File: config.mk
export PLATFORM = sky130hd
export DESIGN_NAME = rr_grant_fsm
export DESIGN_NICKNAME = d
export VERILOG_FILES = /design/src/rtl/rr_grant_pkg.sv /design/src/rtl/rr_pick.sv /design/src/rtl/rr_grant_fsm.sv
export SDC_FILE = /design/constraint.sdc
export NUM_CORES = 1
export LEC_CHECK = 0
export CORE_AREA = 10 10 64 55
export CTS_BUF_LIST = sky130_fd_sc_hd__clkbuf_8
export DETAILED_ROUTE_END_ITERATION = 16
export DIE_AREA = 0 0 74 65
export PLACE_DENSITY = 0.78
export SLEW_MARGIN = 20
export SYNTH_ARGS = -nofsm -noshare
export SYNTH_HDL_FRONTEND = slang
export SYNTH_SLANG_ARGS = --single-unit
File: constraint.sdc
create_clock -name clk -period 3 [get_ports clk]
set_input_delay 0.3 -clock clk [delete_from_list [all_inputs] [get_ports clk]]
set_output_delay 0.3 -clock clk [all_outputs]
set_load 0.02 [all_outputs]
File: src/rtl/rr_grant_pkg.sv
// Shared definitions for the round-robin grant sequencer: state encoding,
// sizing constants and the rotating first-one search used by the arbiter.
package rr_grant_pkg;

   localparam int STATE_W = 2;
   // Widest requester vector the search helper handles.
   localparam int MAX_N   = 8;

   typedef enum logic [STATE_W-1:0] {
      IDLE  = 2'd0,
      GRANT = 2'd1,
      LAST  = 2'd2
   } state_t;

   // Returns a one-hot vector marking the first asserted request found when
   // scanning ptr+1, ptr+2, ... modulo n. ptr itself is visited last, so the
   // previous owner has the lowest priority. All-zero when nothing requests.
   function automatic logic [MAX_N-1:0] rr_first_onehot(
      input logic [MAX_N-1:0] req,
      input logic [2:0]       ptr,
      input int               n
   );
      logic [MAX_N-1:0] oh;
      logic             found;
      logic [2:0]       idx;
      oh    = '0;
      found = 1'b0;
      for (int k = 1; k <= MAX_N; k++) begin
         if (k <= n && !found) begin
            idx = 3'((4'(ptr) + 4'(k)) % 4'(n));
            if (req[idx]) begin
               oh[idx] = 1'b1;
               found   = 1'b1;
            end
         end
      end
      return oh;
   endfunction

endpackage

File: src/rtl/rr_pick.sv
// Combinational round-robin picker: chooses the next owner after ptr.
module rr_pick #(
   parameter  int N_REQ = 4,
   localparam int IW    = $clog2(N_REQ)
) (
   input  logic [N_REQ-1:0] req,
   input  logic [IW-1:0]    ptr,
   output logic [IW-1:0]    win,
   output logic             valid
);
   import rr_grant_pkg::*;

   logic [MAX_N-1:0] req_pad;
   logic [MAX_N-1:0] win_onehot;

   // Widen the request vector to the helper's fixed width; unused lanes idle.
   genvar gi;
   generate
      for (gi = 0; gi < MAX_N; gi++) begin : g_pad
         if (gi < N_REQ) begin : g_on
            assign req_pad[gi] = req[gi];
         end else begin : g_off
            assign req_pad[gi] = 1'b0;
         end
      end
   endgenerate

   // Rotating first-one search starting just after the last owner.
   always_comb begin
      win_onehot = rr_first_onehot(req_pad, 3'(ptr), N_REQ);
   end

   // One-hot to index encode of the winner.
   always_comb begin
      win = '0;
      for (int i = 0; i < MAX_N; i++) begin
         if (win_onehot[i]) win = IW'(i);
      end
   end

   assign valid = |win_onehot;

endmodule

File: src/rtl/rr_grant_fsm.sv
// Round-robin owner sequencer for a single shared resource. One owner holds
// gnt until it drops its request or MAX_HOLD cycles elapse; each tenure is
// bracketed by start/done strobes. All outputs are registered and decoded
// from the next state so they move on the same edge as the state.
module rr_grant_fsm #(
   parameter  int N_REQ    = 4,
   parameter  int MAX_HOLD = 16,
   localparam int IW       = $clog2(N_REQ),
   localparam int CW       = $clog2(MAX_HOLD)
) (
   input  logic             clk,
   input  logic             rst_n,
   input  logic [N_REQ-1:0] req,
   output logic [N_REQ-1:0] gnt,
   output logic [IW-1:0]    owner,
   output logic             busy,
   output logic             start,
   output logic             done,
   output logic             timeout
);
   import rr_grant_pkg::*;

   localparam logic [CW-1:0]    HOLD_LAST = CW'(MAX_HOLD - 1);
   localparam logic [N_REQ-1:0] GNT_ONE   = {{(N_REQ-1){1'b0}}, 1'b1};

   state_t           state_reg;
   state_t           state_next;
   logic [IW-1:0]    ptr_reg;
   logic [IW-1:0]    owner_reg;
   logic [CW-1:0]    hold_cnt_reg;
   logic [N_REQ-1:0] gnt_reg;
   logic             busy_reg;
   logic             start_reg;
   logic             done_reg;
   logic             timeout_reg;

   logic [IW-1:0]    pick_win;
   logic             pick_valid;
   logic             owner_req;

   rr_pick #(
      .N_REQ (N_REQ)
   ) u_pick (
      .req   (req),
      .ptr   (ptr_reg),
      .win   (pick_win),
      .valid (pick_valid)
   );

   assign owner_req = req[owner_reg];

   // Next-state decode; an owner releases on its own or when its hold budget runs out.
   always_comb begin
      state_next = state_reg;
      case (state_reg)
         IDLE:    if (pick_valid) state_next = GRANT;
         GRANT:   if (!owner_req || hold_cnt_reg == HOLD_LAST) state_next = LAST;
         LAST:    state_next = IDLE;
         default: state_next = IDLE;
      endcase
   end

   // State, pointer, hold counter and registered outputs decoded from state_next.
   always_ff @(posedge clk) begin
      if (!rst_n) begin
         state_reg    <= IDLE;
         ptr_reg      <= IW'(N_REQ - 1);
         owner_reg    <= '0;
         hold_cnt_reg <= '0;
         gnt_reg      <= '0;
         busy_reg     <= 1'b0;
         start_reg    <= 1'b0;
         done_reg     <= 1'b0;
         timeout_reg  <= 1'b0;
      end else begin
         state_reg   <= state_next;
         gnt_reg     <= '0;
         start_reg   <= 1'b0;
         done_reg    <= 1'b0;
         timeout_reg <= 1'b0;
         busy_reg    <= (state_next != IDLE);

         // The pointer moves to the finished owner so it is scanned last next time.
         if (state_reg == LAST) ptr_reg <= owner_reg;

         case (state_next)
            GRANT: begin
               if (state_reg == IDLE) begin
                  owner_reg    <= pick_win;
                  gnt_reg      <= GNT_ONE << pick_win;
                  start_reg    <= 1'b1;
                  hold_cnt_reg <= '0;
               end else begin
                  gnt_reg      <= GNT_ONE << owner_reg;
                  hold_cnt_reg <= hold_cnt_reg + CW'(1);
               end
            end
            LAST: begin
               done_reg    <= 1'b1;
               timeout_reg <= owner_req;
            end
            default: ;
         endcase
      end
   end

   assign gnt     = gnt_reg;
   assign owner   = owner_reg;
   assign busy    = busy_reg;
   assign start   = start_reg;
   assign done    = done_reg;
   assign timeout = timeout_reg;

`ifndef SYNTHESIS
   string state_name;
   // Readable state label for waveform and log inspection.
   always_comb begin
      case (state_reg)
         IDLE:    state_name = "IDLE";
         GRANT:   state_name = "GRANT";
         LAST:    state_name = "LAST";
         default: state_name = "XXX";
      endcase
   end
`endif

endmodule

== After elaboration in Yosys (flattened, before gate mapping) ==
Index checks and enable logic that the tools add are counted.

* Register bits: 18
* Input port bits: 6
* Output and inout port bits: 10
* Word-level logic and storage cells: 89

* Bitwise logic cells: 3
* Add/sub/neg operators: 5
* Shift operators: 2
* Reductions and logical operators: 12
* Muxes and demuxes: 44
* Eq/ne operators: 5
* Magnitude comparators: 9

{| class="wikitable"
|+ Operators with widths
! cell !! number
|-
| $mux 8 || 6
|-
| $or 8x4->8 || 3
|-
| $mux 1 || 17
|-
| $lt 2x4->1 const B || 4
|-
| $mux 2 || 8
|-
| $mux 4 || 3
|-
| $bmux 1 s2 || 5
|-
| $demux 1 s2 || 4
|-
| $ge 2x1->1 const B || 4
|-
| $reduce_or 8->1 || 1
|-
| $shl 1x2->4 const A || 2
|-
| $reduce_and 2->1 || 3
|-
| $add 2x1->2 const B || 2
|-
| $add 2x2->2 const B || 2
|-
| $add 4x1->4 const B || 1
|-
| $eq 2x1->1 const B || 2
|-
| $eq 2x2->1 const B || 2
|-
| $eq 4x4->1 const B || 1
|-
| $logic_and 1x1->1 || 4
|-
| $pmux 2 s2 || 1
|-
| $lt 2x3->1 const B || 1
|-
| $logic_not 2->1 || 1
|-
| $reduce_bool 2->1 || 1
|-
| $logic_not 1->1 || 1
|-
| $logic_or 1x1->1 || 1
|}

== Longest topological paths before layout ==
* Word-level depth: 24
* Depth in mapped cells: 10
* Gate-level depth less buffers: 8

== Hierarchy ==
A second synthesis with hierarchy kept.

* Cell total of the unflattened synthesis: 117
* Area, all modules: 1,123.6 µm²

{| class="wikitable"
|+ Modules (own cells, without submodules)
! module !! cells each !! sequential area each (µm²) !! area each (µm²) !! times used
|-
| rr_grant_fsm || 72 || 360.3 || 690.7 || 1
|-
| rr_pick || 45 || 0.0 || 432.9 || 1
|}

== Worst setup path after synthesis ==
No wires, ideal clock.

* Path type: register to register
* Start: register ptr_reg[0]
* End: register gnt_reg[0] (netlist: gnt[0])
* Library setup time: 0.115 ns
* Buffers on the path: 1
* Stages on the path, launching flop included: 10
* Data required time: 2.885 ns
* Path slack: 0.494 ns
* Arrival time: 2.391 ns
* Period minus slack after synthesis: 2.506 ns
* Cell sequence: dfxtp_1 -> buf_2 -> inv_1 -> ha_1 -> mux4_2 -> or2_1 -> o32a_4 -> o21ai_4 -> nand3b_1 -> o21ba_1

* Longest elaborated chain between the ends: 24
* Elaborated cells between the ends (all ways): 61
* Those cells by class: add/sub (4); order compare (8); eq/ne (1); shift (1); mux (38); bitwise (3); reduce/logical (6)

{| class="wikitable"
|+ RTL lines
! element !! line !! text
|-
| from (decl) || rr_grant_fsm.sv:28 || <nowiki>logic [IW-1:0] ptr_reg;</nowiki>
|-
| from (signal assigned) || rr_grant_fsm.sv:67 || <nowiki>ptr_reg <= IW'(N_REQ - 1);</nowiki>
|-
| from (signal assigned) || rr_grant_fsm.sv:84 || <nowiki>if (state_reg == LAST) ptr_reg <= owner_reg;</nowiki>
|-
| $add 2x1->2 || rr_grant_pkg.sv:30 || <nowiki>idx = 3'((4'(ptr) + 4'(k)) % 4'(n));</nowiki>
|-
| $lt 2x4->1 (implied by the code) or $ge 2x1->1 (tied branches) || rr_grant_pkg.sv:32 || <nowiki>oh[idx] = 1'b1;</nowiki>
|-
| $logic_and 1x1->1 (implied by the code) || rr_grant_pkg.sv:32 ||
|-
| $mux 1 (implied by the code) || rr_grant_pkg.sv:32 ||
|-
| $demux 1 s2 || -- ||
|-
| $mux 4 || rr_grant_pkg.sv:31 || <nowiki>if (req[idx]) begin</nowiki>
|-
| $or 8x4->8 (no line) || -- ||
|-
| $mux 8 || rr_grant_pkg.sv:31 ||
|-
| [... 3 more ...] || -- ||
|-
| $mux 8 || rr_grant_pkg.sv:29 || <nowiki>if (k <= n && !found) begin</nowiki>
|-
| $or 8x4->8 (no line) || -- ||
|-
| $mux 8 || rr_grant_pkg.sv:31 ||
|-
| $mux 8 (*) || rr_grant_pkg.sv:29 ||
|-
| $mux 1 || rr_pick.sv:37 || <nowiki>if (win_onehot[i]) win = IW'(i);</nowiki>
|-
| $mux 2 (6 in a row) || rr_pick.sv:37 ||
|-
| $shl 1x2->4 || rr_grant_fsm.sv:90 || <nowiki>gnt_reg <= GNT_ONE << pick_win;</nowiki>
|-
| $mux 4 || rr_grant_fsm.sv:88 || <nowiki>if (state_reg == IDLE) begin</nowiki>
|-
| to (signal assigned) || rr_grant_fsm.sv:90 ||
|-
| to (signal assigned) || rr_grant_fsm.sv:94 || <nowiki>gnt_reg <= GNT_ONE << owner_reg;</nowiki>
|-
| to (decl) || rr_grant_fsm.sv:31 || <nowiki>logic [N_REQ-1:0] gnt_reg;</nowiki>
|}

Mark *: on every way between the ends. The rest lies on a longest branch, timed or not. The select of a mux whose other input is x is not followed.
A chain may end at the register's enable or synchronous reset.

== Worst setup path in the final report ==
Same ends and word-level chain as after synthesis.

==> key figures <==
Finish
  – Synth-to-layout area growth: 18.4%
  – Layout Nets: roughly 160
  – Layout cells sized above 1: 15.5%
  – Register area: ~360 sq um
  – Final design utilization: 61.9%
  – Commonest non-fill, non-tap cell in the layout: nand2_1
  – Finished Cell Area: roughly 1400 sq um
  – Commonest non-fill, non-tap cells in the layout: nand2_1, dfxtp_1, clkdlybuf4s50_1, nor2_1, ha_1
  – Fill cells: ~190
  – Final cell count without fillers: ~180
  – # diodes: 0
  – Multi-input logic area: between 800 and 900 sq um

STA
  – Relative slew slack: between 70 and 80%
  – Max-slew violations: 0
  – Final hold viol count: 0
  – Setup violators final: 0
  – WHS: 500 ps
  – Fmax: between 400 and 500 MHz
  – Final worst-path cycle share: 82.1%
  – RSZ-0062 raised after global routing: no
  – Final WS setup: between 500 and 600 ps
  – Post-Route Skew: 7.02 ps
  – Tmin final: about 2500 ps
  – Slew @ Worst Pin: between 300 and 400 ps
  – Setup total negative slack: 0 ps

Floorplanning
  – # rows: 16
  – Die H: between 60 and 70 um
  – Core Box Area: between 2000 and 2500 sq um
  – Starting Density: a little over half
  – Die ar.: 4810 sq um
  – DIE WIDTH: between 70 and 80 um
  – Io pins: 16

Route
  – First-pass iteration count of the detailed router: 4
  – WL/cell: about 15 um
  – Met2 routed WL: between 1000 and 1500 um
  – Met3 Wirelength: 218 um
  – Routed WL: roughly 2600 um
  – Met1 WL: 1190 um
  – Initial DRC count: 55
  – Highest routed layer: met3
  – Remaining antenna violation count after routing: 0
  – Via count: slightly above 1000
  – Vias per inst: just under 6
  – Remaining routing DRC violations: 0

CTS
  – CTS resizes: 0
  – Total CTS buffers: 3
  – Post-CTS Setup Bufs: 0
  – CTS Buffer Depth: 2
  – Clk_lat worst skew: 250 ps
  – Clock root cell: clkbuf_8
  – TritonCTS clock tree: done
  – CTS clk-pin slew, worst paths: 70 ps
  – H-tree depth: 1
  – Hold buffer count at cts: 0
  – Clock Sinks: 18

Worst setup path
  – Worst-path maximum fanout: 13
  – Top Family by Delay on Critical Path: compound AO/OA/AOI/OAI gates
  – Critical Path AT: roughly 2600 ps
  – Worst r2r src: ptr_reg[0]
  – Worst path bufs/invs: 1
  – CP Capture Point: gnt[0]
  – Slowest cell on crit path: mux4_2
  – Setup crit start: ptr_reg[0]
  – Critical path cell sequence: inv_1, ha_1, mux4_2, or2_1, o32a_4, o21ai_4, nand3b_1, o21ba_1
  – Startpoint types: register
  – R2r setup slk: ~540 ps
  – RR Endpoint: gnt[0]
  – CP Class: reg2reg
  – Stages on the worst setup path: 8
  – Largest stage delay on the critical path: between 400 and 500 ps
  – Reg2Reg Depth: 8
  – Req. time, crit path: roughly 3200 ps
  – Setup crit end kind: register

Power
  – Power Dens Cells: between 800 and 900 nW/um^2
  – Total power: between 1 and 1.5 mW
  – Leakage: 0.619 nW
  – VDD IR-drop max: between 0.0005 and 0.0006 V

Global routing
  – Pin count of the biggest net entering global routing: 14
  – Number of global-route vias before repair: between 900 and 1000
  – GRT overflow: 0
  – Antenna violations before repair: 0
  – Total GRT Usage: 11.5%
  – First-pass GRT wire length: between 4000 and 5000 um

Synth
  – Distinct cells, synth: 42
  – Syn Nets: between 100 and 150
  – Post-synth top area share: 29.4%
  – Sequential element share of the synthesized area: between 20 and 30%
  – Yosys warning total: 0
  – Synth Area per Inst: 9.27 sq um
  – Area contributors post-synth: dfxtp_1, ha_1, mux4_2
  – Post-synth design cell area: 1220 sq um
  – Register bit total from synthesis: 18
  – Yosys top cell by area: dfxtp_1
  – Synthesized netlist cell count: about 130

Job
  – Max Cap Violations: 0

Placement
  – RD Place Congestion: just over 1
  – DP Area: 1390 sq um
  – Dpl ws: 322 ps
  – DP HPWL: about 2100 um
  – Port Buffers: 15
  – Placed cell count: 171

Min path
  – Hold Crit Class: reg2reg

Run status
  – Status: completed
power breakdown:
part           switching (mW)  internal, mW
registers              0.0608         0.306
clock network          0.0770         0.116
logic                   0.358         0.306
total                   0.496         0.728
synth_stat cells (all sizes together):
cell / count
and2: 1
nand4b: 1
nor3b: 2
and4b: 2
nand2b: 4
a311oi: 2
nor2: 11
a211oi: 2
o32a: 1
inv: 6
dfxtp: 18
mux2i: 3
a31oi: 1
a21oi: 8
o221ai: 1
nand3: 3
nor3: 2
buf: 3
nand3b: 2
a221o: 1
mux2: 2
clkbuf: 2
nand2: 20
a221oi: 1
a211o: 1
o21a: 1
a21o: 1
o21ai: 6
o22ai: 2
o211a: 1
ha: 9
mux4: 5
or2: 5
o21ba: 2
worst register-to-register path, stage by stage, from the launching register on:
cell and delay [ps]:
dfxtp_1 330, inv_1 110, ha_1 350, mux4_2 430
or2_1 300, o32a_4 420, o21ai_4 150, nand3b_1 140
o21ba_1 150
kinds of logic (layout without fill, tap and decap cells):
family | Yosys count | in the layout | synth area share [%]
buf+inv | 11 | 27 | 4.19
compound gates | 31 | 31 | 21.7
flops | 18 | 18 | 29.4
fa+ha+maj | 9 | 9 | 9.20
simple gates | 53 | 53 | 21.7
mux | 10 | 10 | 13.8
worst min path at each step:
stage,from,to,cells after the start
finish,hold_cnt_reg[3],hold_cnt_reg[3],1
global route,hold_cnt_reg[1],hold_cnt_reg[1],2
CTS,hold_cnt_reg[3],hold_cnt_reg[3],1
detailed placement,hold_cnt_reg[3],hold_cnt_reg[3],1
global placement,hold_cnt_reg[3],hold_cnt_reg[3],1
floorplan,hold_cnt_reg[3],hold_cnt_reg[3],1
routing by layer:
metal / GRT usage, % / vias up
met5: 0 / -
met4: 0.930 / 0
met3: 4.41 / 0
met2: 18.1 / 37
met1: 15.0 / 485
li1: - / 511
layout make-up:
cell class / instances / area share [%]
Multi-Input combinational cell: 103 / 56.0
Sequential cell: 18 / 24.9
Timing Repair Buffer: 17 / 11.4
Clock buffer: 4 / 3.80
Tap cell: 27 / 2.33
Inverter: 6 / 1.55
No activity file was read; power rests on OpenSTA's default activity.
